==> src/rtl/ling_wide_add_seq_if.sv <==
// Beat stream into the wide-add sequencer and result stream out of it.
// master = operand source / result sink, slave = the sequencer.
interface ling_wide_add_seq_if #(
   parameter int IDXW = 8
);
   logic            in_valid;
   logic            in_ready;
   logic [63:0]     in_a;
   logic [63:0]     in_b;
   logic            in_first;
   logic            in_last;
   logic            in_cin;
   logic            in_sub;
   logic            out_valid;
   logic            out_ready;
   logic [63:0]     out_sum;
   logic [IDXW-1:0] out_idx;
   logic            out_last;
   logic            out_cout;
   logic            out_err;

   modport master (
      output in_valid, in_a, in_b, in_first, in_last, in_cin, in_sub, out_ready,
      input  in_ready, out_valid, out_sum, out_idx, out_last, out_cout, out_err
   );

   modport slave (
      input  in_valid, in_a, in_b, in_first, in_last, in_cin, in_sub, out_ready,
      output in_ready, out_valid, out_sum, out_idx, out_last, out_cout, out_err
   );
endinterface

==> src/rtl/ling_wide_add_seq.sv <==
// Wide-operand add/subtract sequencer around a single 64-bit Ling adder.
// Operands arrive LS word first; the adder carry is chained between beats
// and each word's result lands in a one-deep output register.

// Combinational 64-bit Ling adder. The pseudo-carry H(i+1) = g(i) | t(i-1)&H(i)
// is resolved with a Kogge-Stone prefix, and the real carry is t(i-1)&H(i).
module ling_64 (
   input  logic [63:0] a,
   input  logic [63:0] b,
   input  logic        cin,
   output logic [63:0] sum,
   output logic        cout
);
   logic [63:0] g, p, t, tp, hv, c;
   logic [63:0] gg [0:6];
   logic [63:0] pp [0:6];

   assign g  = a & b;
   assign p  = a ^ b;
   assign t  = a | b;
   // Ling propagate for bit i is t(i-1); below bit 0 it is 1 so cin enters H directly.
   assign tp = {t[62:0], 1'b1};

   assign gg[0] = g;
   assign pp[0] = tp;

   for (genvar k = 0; k < 6; k++) begin : g_lvl
      localparam int D = 1 << k;
      for (genvar i = 0; i < 64; i++) begin : g_bit
         if (i >= D) begin : g_merge
            assign gg[k+1][i] = gg[k][i] | (pp[k][i] & gg[k][i-D]);
            assign pp[k+1][i] = pp[k][i] & pp[k][i-D];
         end else begin : g_pass
            assign gg[k+1][i] = gg[k][i];
            assign pp[k+1][i] = pp[k][i];
         end
      end
   end

   // hv[i] holds H(i+1), including the carry-in term.
   assign hv   = gg[6] | (pp[6] & {64{cin}});
   assign c    = {t[62:0] & hv[62:0], cin};
   assign sum  = p ^ c;
   assign cout = t[63] & hv[63];
endmodule

module ling_wide_add_seq #(
   parameter int WORDS = 4,
   parameter int IDXW  = 8
) (
   input  logic               clk,
   input  logic               rst,
   ling_wide_add_seq_if.slave bus
);
   typedef enum logic {IDLE, BUSY} state_t;

   state_t          state_q, state_d;
   logic            carry_q, carry_d;
   logic            mode_q, mode_d;
   logic            accept;
   logic            first_beat;
   logic            force_last;
   logic            last_d;
   logic            err_d;
   logic [IDXW-1:0] idx_d;
   logic            add_cin;
   logic [63:0]     add_b;
   logic [63:0]     add_sum;
   logic            add_cout;

   logic            out_valid_q;
   logic [63:0]     out_sum_q;
   logic [IDXW-1:0] out_idx_q;
   logic            out_last_q, out_cout_q, out_err_q;

   // Output slot is free when empty or draining this cycle; closed during reset.
   assign bus.in_ready = !rst && (!out_valid_q || bus.out_ready);
   assign accept       = bus.in_valid && bus.in_ready;

   assign bus.out_valid = out_valid_q;
   assign bus.out_sum   = out_sum_q;
   assign bus.out_idx   = out_idx_q;
   assign bus.out_last  = out_last_q;
   assign bus.out_cout  = out_cout_q;
   assign bus.out_err   = out_err_q;

   ling_64 u_add (
      .a    (bus.in_a),
      .b    (add_b),
      .cin  (add_cin),
      .sum  (add_sum),
      .cout (add_cout)
   );

   // Beat classification, operand conditioning and next state.
   always_comb begin
      state_d    = state_q;
      carry_d    = carry_q;
      mode_d     = mode_q;
      // A beat opens a packet when explicitly flagged or when nothing is open.
      first_beat = (state_q == IDLE) || bus.in_first;
      idx_d      = first_beat ? '0 : out_idx_q + IDXW'(1);
      add_cin    = first_beat ? (bus.in_sub | bus.in_cin) : carry_q;
      add_b      = (first_beat ? bus.in_sub : mode_q) ? ~bus.in_b : bus.in_b;
      force_last = (idx_d == IDXW'(WORDS - 1)) && !bus.in_last;
      last_d     = bus.in_last || force_last;
      // Missing first flag, restart mid-packet, or overrun all mark the result.
      err_d      = ((state_q == IDLE) && !bus.in_first) ||
                   ((state_q == BUSY) && bus.in_first) || force_last;
      if (accept) begin
         if (first_beat) mode_d = bus.in_sub;
         carry_d = last_d ? 1'b0 : add_cout;
         state_d = last_d ? IDLE : BUSY;
      end
   end

   // Control state: FSM, chained carry and packet mode.
   always_ff @(posedge clk) begin
      if (rst) begin
         state_q <= IDLE;
         carry_q <= 1'b0;
         mode_q  <= 1'b0;
      end else begin
         state_q <= state_d;
         carry_q <= carry_d;
         mode_q  <= mode_d;
      end
   end

   // One-deep result register; loads on accept, empties on drain.
   always_ff @(posedge clk) begin
      if (rst) begin
         out_valid_q <= 1'b0;
         out_sum_q   <= '0;
         out_idx_q   <= '0;
         out_last_q  <= 1'b0;
         out_cout_q  <= 1'b0;
         out_err_q   <= 1'b0;
      end else if (accept) begin
         out_valid_q <= 1'b1;
         out_sum_q   <= add_sum;
         out_idx_q   <= idx_d;
         out_last_q  <= last_d;
         out_cout_q  <= add_cout;
         out_err_q   <= err_d;
      end else if (bus.out_ready) begin
         out_valid_q <= 1'b0;
      end
   end
endmodule

==> src/flat_wrapper.sv <==
// flat-port wrapper written by rule: the top's interface ports become plain ports
module ling_wide_add_seq_flat 
#(
   parameter int WORDS = 4,
   parameter int IDXW  = 8
)
  (clk, rst, bus_in_valid, bus_in_a, bus_in_b, bus_in_first, bus_in_last, bus_in_cin, bus_in_sub, bus_out_ready, bus_in_ready, bus_out_valid, bus_out_sum, bus_out_idx, bus_out_last, bus_out_cout, bus_out_err);
  ling_wide_add_seq_if #(.IDXW(IDXW)) bus_i ();
  input  logic clk;
  input  logic rst;
  input wire logic [$bits(bus_i.in_valid)-1:0] bus_in_valid;
  input wire logic [$bits(bus_i.in_a)-1:0] bus_in_a;
  input wire logic [$bits(bus_i.in_b)-1:0] bus_in_b;
  input wire logic [$bits(bus_i.in_first)-1:0] bus_in_first;
  input wire logic [$bits(bus_i.in_last)-1:0] bus_in_last;
  input wire logic [$bits(bus_i.in_cin)-1:0] bus_in_cin;
  input wire logic [$bits(bus_i.in_sub)-1:0] bus_in_sub;
  input wire logic [$bits(bus_i.out_ready)-1:0] bus_out_ready;
  output wire logic [$bits(bus_i.in_ready)-1:0] bus_in_ready;
  output wire logic [$bits(bus_i.out_valid)-1:0] bus_out_valid;
  output wire logic [$bits(bus_i.out_sum)-1:0] bus_out_sum;
  output wire logic [$bits(bus_i.out_idx)-1:0] bus_out_idx;
  output wire logic [$bits(bus_i.out_last)-1:0] bus_out_last;
  output wire logic [$bits(bus_i.out_cout)-1:0] bus_out_cout;
  output wire logic [$bits(bus_i.out_err)-1:0] bus_out_err;
  assign bus_i.in_valid = bus_in_valid;
  assign bus_i.in_a = bus_in_a;
  assign bus_i.in_b = bus_in_b;
  assign bus_i.in_first = bus_in_first;
  assign bus_i.in_last = bus_in_last;
  assign bus_i.in_cin = bus_in_cin;
  assign bus_i.in_sub = bus_in_sub;
  assign bus_i.out_ready = bus_out_ready;
  assign bus_in_ready = bus_i.in_ready;
  assign bus_out_valid = bus_i.out_valid;
  assign bus_out_sum = bus_i.out_sum;
  assign bus_out_idx = bus_i.out_idx;
  assign bus_out_last = bus_i.out_last;
  assign bus_out_cout = bus_i.out_cout;
  assign bus_out_err = bus_i.out_err;
  ling_wide_add_seq #(.WORDS(WORDS), .IDXW(IDXW)) u_core (.clk(clk), .rst(rst), .bus(bus_i));
endmodule
==> config.mk <==
export PLATFORM = sky130hd
export DESIGN_NAME = ling_wide_add_seq_flat
export DESIGN_NICKNAME = d
export VERILOG_FILES = /design/src/rtl/ling_wide_add_seq_if.sv /design/src/rtl/ling_wide_add_seq.sv /design/src/flat_wrapper.sv
export SDC_FILE = /design/constraint.sdc
export NUM_CORES = 1
export LEC_CHECK = 0
export ABC_AREA = 1
export BUFFER_PORTS_ARGS = -buffer_cell sky130_fd_sc_hd__buf_4
export CELL_PAD_IN_SITES_DETAIL_PLACEMENT = 2
export CELL_PAD_IN_SITES_GLOBAL_PLACEMENT = 2
export CORE_ASPECT_RATIO = 2
export CORE_MARGIN = 2
export CORE_UTILIZATION = 30
export CTS_CLUSTER_DIAMETER = 80
export CTS_CLUSTER_SIZE = 16
export DETAILED_ROUTE_END_ITERATION = 12
export GPL_ROUTABILITY_DRIVEN = 1
export HOLD_SLACK_MARGIN = 0.15
export MAX_ROUTING_LAYER = met4
export PLACE_DENSITY_LB_ADDON = 0.1
export SYNTH_ARGS = -nofsm -noshare
export SYNTH_HDL_FRONTEND = slang
export SYNTH_SLANG_ARGS = --single-unit
==> constraint.sdc <==
create_clock -name clk -period 4 [get_ports clk]
set_clock_uncertainty 0.15 [all_clocks]
set_input_delay 0.2 -clock clk [delete_from_list [all_inputs] [get_ports clk]]
set_output_delay 0.2 -clock clk [all_outputs]
set_load 0.02 [all_outputs]
# After elaboration in Yosys (flattened, before gate mapping)
# Index checks and enable logic that the tools add are counted.
dict set report classes {
  add_sub_neg 1
  n_reduce_logical 15
  muxes 8
  n_eq_ne 1
  n_bitwise 968
}
# op n
set ops {}
lappend ops {{bitwise AND 1 bit} 637}
lappend ops {{OR 1 bit} 322}
lappend ops {{bitwise AND 64 bit} 2}
lappend ops {{OR 64 bit} 2}
lappend ops {{XOR 64 bit} 2}
lappend ops {{two-way mux 64 bit} 1}
lappend ops {{inverter 64 bit} 1}
lappend ops {{bitwise AND 63 bit} 1}
lappend ops {{adder 8 x 1 -> 8 bit (second input constant)} 1}
lappend ops {{== test 8 x 2 -> 1 bit (second input constant)} 1}
lappend ops {{two-way mux 8 bit} 1}
lappend ops {{two-way mux 1 bit} 6}
lappend ops {{logical AND 1 bit} 5}
lappend ops {{logical OR 1 bit} 5}
lappend ops {{logical NOT 1 bit} 4}
lappend ops {{nonzero test 2 bit} 1}
lappend ops {{inverter 1 bit} 1}
dict set report word_totals {
  wordCells 1002
  regBits 79
}

# Depth between registers and ports, before layout
dict set report logic_depth {
  depth_word 20
  depth_mapped 30
  ltp_nobuf 26
}

# Hierarchy
# Synthesis repeated with hierarchy kept, for this count alone.
dict set report unflattened {
  hier_cells 1920
  area_unflattened_um2 11493.5
}
# module cells_each area_per_inst_um2 n_inst seq_area_each_um2
set by_module_without_submodules {}
lappend by_module_without_submodules {ling_64 1459 7832.5 1 0.0}
lappend by_module_without_submodules {ling_wide_add_seq 461 3661.0 1 1581.5}

# Worst setup path before layout
# OpenSTA, ideal clock, no wires.
dict set report synth_path {
  path_type {flip-flop to flip-flop}
  startpoint {register u_core.state_q}
  endpoint {register u_core.out_sum_q[56], in the netlist u_core.bus.out_sum[56]}
  stages_incl_launch_ff 27
  synth_period_minus_slack_ns 3.459
  setup_slack_ns 0.541
  arrival_time_ns 3.200
  n_path_buf 4
  path_cell_list {dfxtp_1 > ha_1 > buf_6 > inv_6 > nand2_8 > nand2_4 > buf_12 > buf_2 > buf_2 > xnor2_1 > inv_1 > ha_1 > nor2_1 > inv_1 > nor2_1 > inv_1 > nor2_1 > inv_1 > nor3_1 > nand2_1 > nand3b_1 > nand3_1 > nand2_1 > nand2_1 > nand3_1 > nand2_1 > inv_1}
}
dict set report synth_via {
  elab_chain_len 19
}
# item line_no
set synth_lines {}
lappend synth_lines {{from (decl)} ling_wide_add_seq.sv:57} ;# state_t state_q, state_d;
lappend synth_lines {{from (signal assigned)} ling_wide_add_seq.sv:124} ;# state_q <= state_d;
lappend synth_lines {{inverter 1 bit (*)} ling_wide_add_seq.sv:101} ;# first_beat = (state_q == IDLE) || bus.in_first;
lappend synth_lines {{logical OR 1 bit (*)} ling_wide_add_seq.sv:101}
lappend synth_lines {{two-way mux 1 bit} ling_wide_add_seq.sv:104} ;# add_b = (first_beat ? bus.in_sub : mode_q) ? ~bus.in_b : bus.in_b;
lappend synth_lines {{two-way mux 64 bit} ling_wide_add_seq.sv:104}
lappend synth_lines {{OR 64 bit or bitwise AND 64 bit (tied branches)} {ling_wide_add_seq.sv:20, ling_wide_add_seq.sv:18}}
lappend synth_lines {{bitwise AND 1 bit} ling_wide_add_seq.sv:31} ;# assign gg[k+1][i] = gg[k][i] | (pp[k][i] & gg[k][i-D]);
lappend synth_lines {{OR 1 bit} ling_wide_add_seq.sv:31}
lappend synth_lines {{bitwise AND 1 bit} ling_wide_add_seq.sv:31}
lappend synth_lines {{(+3 left out)} n/a}
lappend synth_lines {{bitwise AND 1 bit} ling_wide_add_seq.sv:31}
lappend synth_lines {{OR 1 bit} ling_wide_add_seq.sv:31}
lappend synth_lines {{bitwise AND 1 bit or OR 1 bit (tied branches)} ling_wide_add_seq.sv:31}
lappend synth_lines {{OR 1 bit or bitwise AND 1 bit (tied branches)} ling_wide_add_seq.sv:31}
lappend synth_lines {{OR 1 bit} ling_wide_add_seq.sv:31}
lappend synth_lines {{OR 64 bit} ling_wide_add_seq.sv:41} ;# assign hv = gg[6] | (pp[6] & {64{cin}});
lappend synth_lines {{bitwise AND 63 bit} ling_wide_add_seq.sv:42} ;# assign c = {t[62:0] & hv[62:0], cin};
lappend synth_lines {{XOR 64 bit (*)} ling_wide_add_seq.sv:43} ;# assign sum = p ^ c;
lappend synth_lines {{to (signal assigned)} ling_wide_add_seq.sv:141} ;# out_sum_q <= add_sum;
lappend synth_lines {{to (decl)} ling_wide_add_seq.sv:72} ;# logic [63:0] out_sum_q;
# Every way passes the cells marked *; elsewhere a longest branch is shown, timed or not.
# A chain may end at the register's enable or synchronous reset.

# Worst setup path after layout
dict set report layout_path {
  startpoint {register u_core.state_q}
  endpoint {register u_core.out_sum_q[61], in the netlist u_core.bus.out_sum[61]}
}
dict set report layout_via {
  elab_chain_len 19
}
# item line_no
set layout_lines {}
lappend layout_lines {{inverter 1 bit (*)} ling_wide_add_seq.sv:101}
lappend layout_lines {{logical OR 1 bit (*)} ling_wide_add_seq.sv:101}
lappend layout_lines {{two-way mux 1 bit} ling_wide_add_seq.sv:104}
lappend layout_lines {{two-way mux 64 bit} ling_wide_add_seq.sv:104}
lappend layout_lines {{OR 64 bit or bitwise AND 64 bit (tied branches)} {ling_wide_add_seq.sv:20, ling_wide_add_seq.sv:18}}
lappend layout_lines {{bitwise AND 1 bit} ling_wide_add_seq.sv:31}
lappend layout_lines {{OR 1 bit} ling_wide_add_seq.sv:31}
lappend layout_lines {{bitwise AND 1 bit} ling_wide_add_seq.sv:31}
lappend layout_lines {{(+3 left out)} n/a}
lappend layout_lines {{bitwise AND 1 bit or OR 1 bit (tied branches)} ling_wide_add_seq.sv:31}
lappend layout_lines {{OR 1 bit or bitwise AND 1 bit (tied branches)} ling_wide_add_seq.sv:31}
lappend layout_lines {{bitwise AND 1 bit or OR 1 bit (tied branches)} ling_wide_add_seq.sv:31}
lappend layout_lines {{OR 1 bit or bitwise AND 1 bit (tied branches)} ling_wide_add_seq.sv:31}
lappend layout_lines {{OR 1 bit} ling_wide_add_seq.sv:31}
lappend layout_lines {{OR 64 bit} ling_wide_add_seq.sv:41}
lappend layout_lines {{bitwise AND 63 bit} ling_wide_add_seq.sv:42}
lappend layout_lines {{XOR 64 bit (*)} ling_wide_add_seq.sv:43}
# Marked as above.

==> reports/metrics.yaml <==
status: "finished, final reports clean"
synthTopCellsByCount: "nand2_1 (465), inv_1 (444), nor2_1 (236)"
routabilityCongestion: 0.9603
drt_iter0_markers: 348
cp.depth: 24
synth-compound-area-share_pct: 8.471
setup_viol: 0
die_w_um: 142.6
syn_area_per_cell_um2: 5.966
io-pin-count: 213
synth-xor-area-share_pct: 6.842
hold_class: "in -> reg"
async_reset_ff_share_pct: 0
worst_setup_path_end_kind: "register"
antenna_cells: 0
viasPerCell: 4.881
synth.distinct_cells: 47
synth_mux_area_share_pct: 0
crit_top_cell: "inv_1"
rsz0062_at_grt: "true"
setup_slack_ns: 0.2202
start_util_pct: 30.39
cp_num_buf_inv: 8
worst_r2r_path_depth: 24
clk_latency_ns: 0.39
grt.total_usage_pct: 28.41
path_cells: "ha_4, inv_6, nand2_8, nand2_8, buf_12, xnor2_2, inv_1, ha_1, nor2_1, inv_1, nor2_2, inv_1, nor2_1, inv_1, nor4_1, inv_1, nor2_1, nand3_1, nand2_1, nand2_1, nand2_1, nand3_1, nand2_1, inv_1"
rows: 101
nets: 2533
wire_per_inst_um: 20.69
critPathRequiredTime_ns: 4.14
finalCritPeriodShare_pct: 94.50
drc_errors: 0
cts_buffers: 9
drive_gt1_share_pct: 18.12
power_density_nw_per_um2: 335.8
synth-main-ff-cell: "dfxtp_1"
fmax_ghz: 0.2646
hold_depth: 5
ir_drop_mv: 0.2319
cts_htree_levels: 3
tightest_slew_ns: 0.8311
drtPass1Iterations: 5
crit_path_max_incr_delay_ns: 0.35
drv_cap: 0
synth_top_area_share_pct: 19.77
ys_warn_count: 0
max-slew-margin-rel_pct: 44.39
leakage_nw: 8.817
grt_pass1_wl_um: 82570
cpLargestDelayFamily: "simple AND/OR/NAND/NOR gates"
drv_slew: 0
arrival_ns: 3.92
vias: 13090
yosysSeqAreaShare_pct: 13.73
numPortBuffers: 212
path_class: "reg -> reg"
clockRootBuffer: "clkbuf_16"
clkSlewWorstSetupHoldPaths_ns: 0.08
final.setup.tns_ns: 0
antenna_found_initial: 0
die_y_um: 281.1
synth_edf_count: 0
place_ws_ns: -0.1757
grt_pass1_vias: 14930
dieArea_um2: 40080
hpwl_um: 47920
synthSimpleGateAreaFrac_pct: 35.08
grt_max_degree: 57
synth_top_cell_by_area: "ha_1"
ctsLongestPathBuffers: 2
cts_tree: "built"
power_mw: 5.020
synth_top_family_by_area: "simple AND/OR/NAND/NOR gates"
ant_nets: 0
routed_wl_um: 55500
start_kind: "register"
cts_sinks: 79
hold_violations: 0
syn-instance-count: 1931
slowest_stage: "dfxtp_1"
synth_area_um2: 11520
grt-ovfl-total: 0
synthAdderAreaFrac_pct: 19.94
critPathMaxFanout: 18
core_area_um2: 37910
synth_nets: 2250
area_delta_synth_final_pct: 29.75
yosysMostFrequentCell: "nand2_1"
yosys-top-cells-area: "ha_1 (20%), nand2_1 (15%), inv_1 (14%), dfxtp_1 (14%), nor2_1 (7.7%)"
synth-seq-cells: 79
period_minus_slack_ns: 3.780
-- metrics by stage --
step	std cells	hold WS, ns	util (%)	area (µm²)
detailed placement	2655	0.2651	37.47	14200
finish	2682	0.1913	39.43	14950
global placement	2655	0.2555	37.47	14200
global route	2682	0.2175	39.43	14950
floorplan	1931	0.1191	-	11520
CTS	2680	0.1769	38.64	14650
-- per-layer routing --
metal | track usage (%) | wire length, µm | part of all wire [%] | up-vias
met1 | 22.53 | 16960 | 31 | 6368
li1 | - | - | - | 6395
met4 | 15.77 | 3904 | 7.0 | 0
met5 | - | 0 | 0 | -
met3 | 1.925 | 815 | 1.5 | 112
met2 | 60.69 | 33810 | 61 | 216
-- cells by family after synthesis --
logic type | Yosys count
simple gates | 920
buf+inv | 479
fa+ha+maj | 183
compound gates | 180
xor+xnor | 90
flops | 79
-- cell usage in the layout, fill, tap and decap left out, types with 4 or more instances in the layout --
cell,count
a21oi_1,57
a31oi_1,5
buf_12,5
buf_4,287
clkbuf_16,10
dfxtp_1,79
dlygate4sd3_1,8
ha_1,181
inv_1,443
nand2_1,463
nand2_2,9
nand2_4,9
nand3_1,115
nand3_4,7
nand3b_1,18
nand4_1,16
nor2_1,228
nor2_2,13
nor2_4,6
nor3_1,18
nor4_1,5
o21ai_0,81
o21ai_1,10
o22ai_1,4
or2_2,5
xnor2_1,51
xnor2_2,30
xor2_1,9
-- tightest hold or removal path, delay by kind of cell --
family | cells | cell delay (ns)
adder cells (fa/ha/maj) | 1 | 0.15
buffers and inverters | 2 | 0.14
AO/OA/AOI/OAI | 1 | 0.12
XOR/XNOR | 1 | 0.07
-- sequential cells by signal, summed over array words and instances, names as in the netlist --
register / cells
u_core.bus.out_last: 1
u_core.mode_q: 1
u_core.state_q: 1
u_core.bus.out_sum: 64
u_core.bus.out_err: 1
u_core.bus.out_idx: 8
u_core.bus.out_cout: 1
u_core.carry_q: 1
u_core.bus.out_valid: 1
-- power breakdown --
part           switching, mW  total (mW)  internal, mW  leakage, nW
Clock                  0.454        1.07         0.618        0.165
Combinational           1.89        3.00          1.11         7.99
Sequential            0.0652       0.950         0.885        0.657
-- repair_timing --
item	in CTS	in global routing
buffers inserted	1	1
gates cloned	0	1
gates resized for setup	3	44
pin swaps	1	1
endpoints found under the hold margin	8	0
setup endpoints to repair	4	37
hold buffers	8	0
-- area by class of cell --
type	count	area, µm²
inverter	450	1694
timing repair buffer	301	2360
clock inverter	6	117.6
multi-input combinational	1373	8387
sequential	79	1582
clock buffer	10	229.0
fill	4827	22960
tap	463	579.3
-- worst paths after layout --
kind | startpoint | to | slack [ns]
min | bus_in_a[23] | u_core.bus.out_sum[23] | 0.19
max reg2reg | u_core.state_q | u_core.bus.out_sum[61] | 0.22
min reg2reg | u_core.carry_q | u_core.carry_q | 0.30
max | u_core.state_q | u_core.bus.out_sum[61] | 0.22
(Power assumes the default switching activity.)
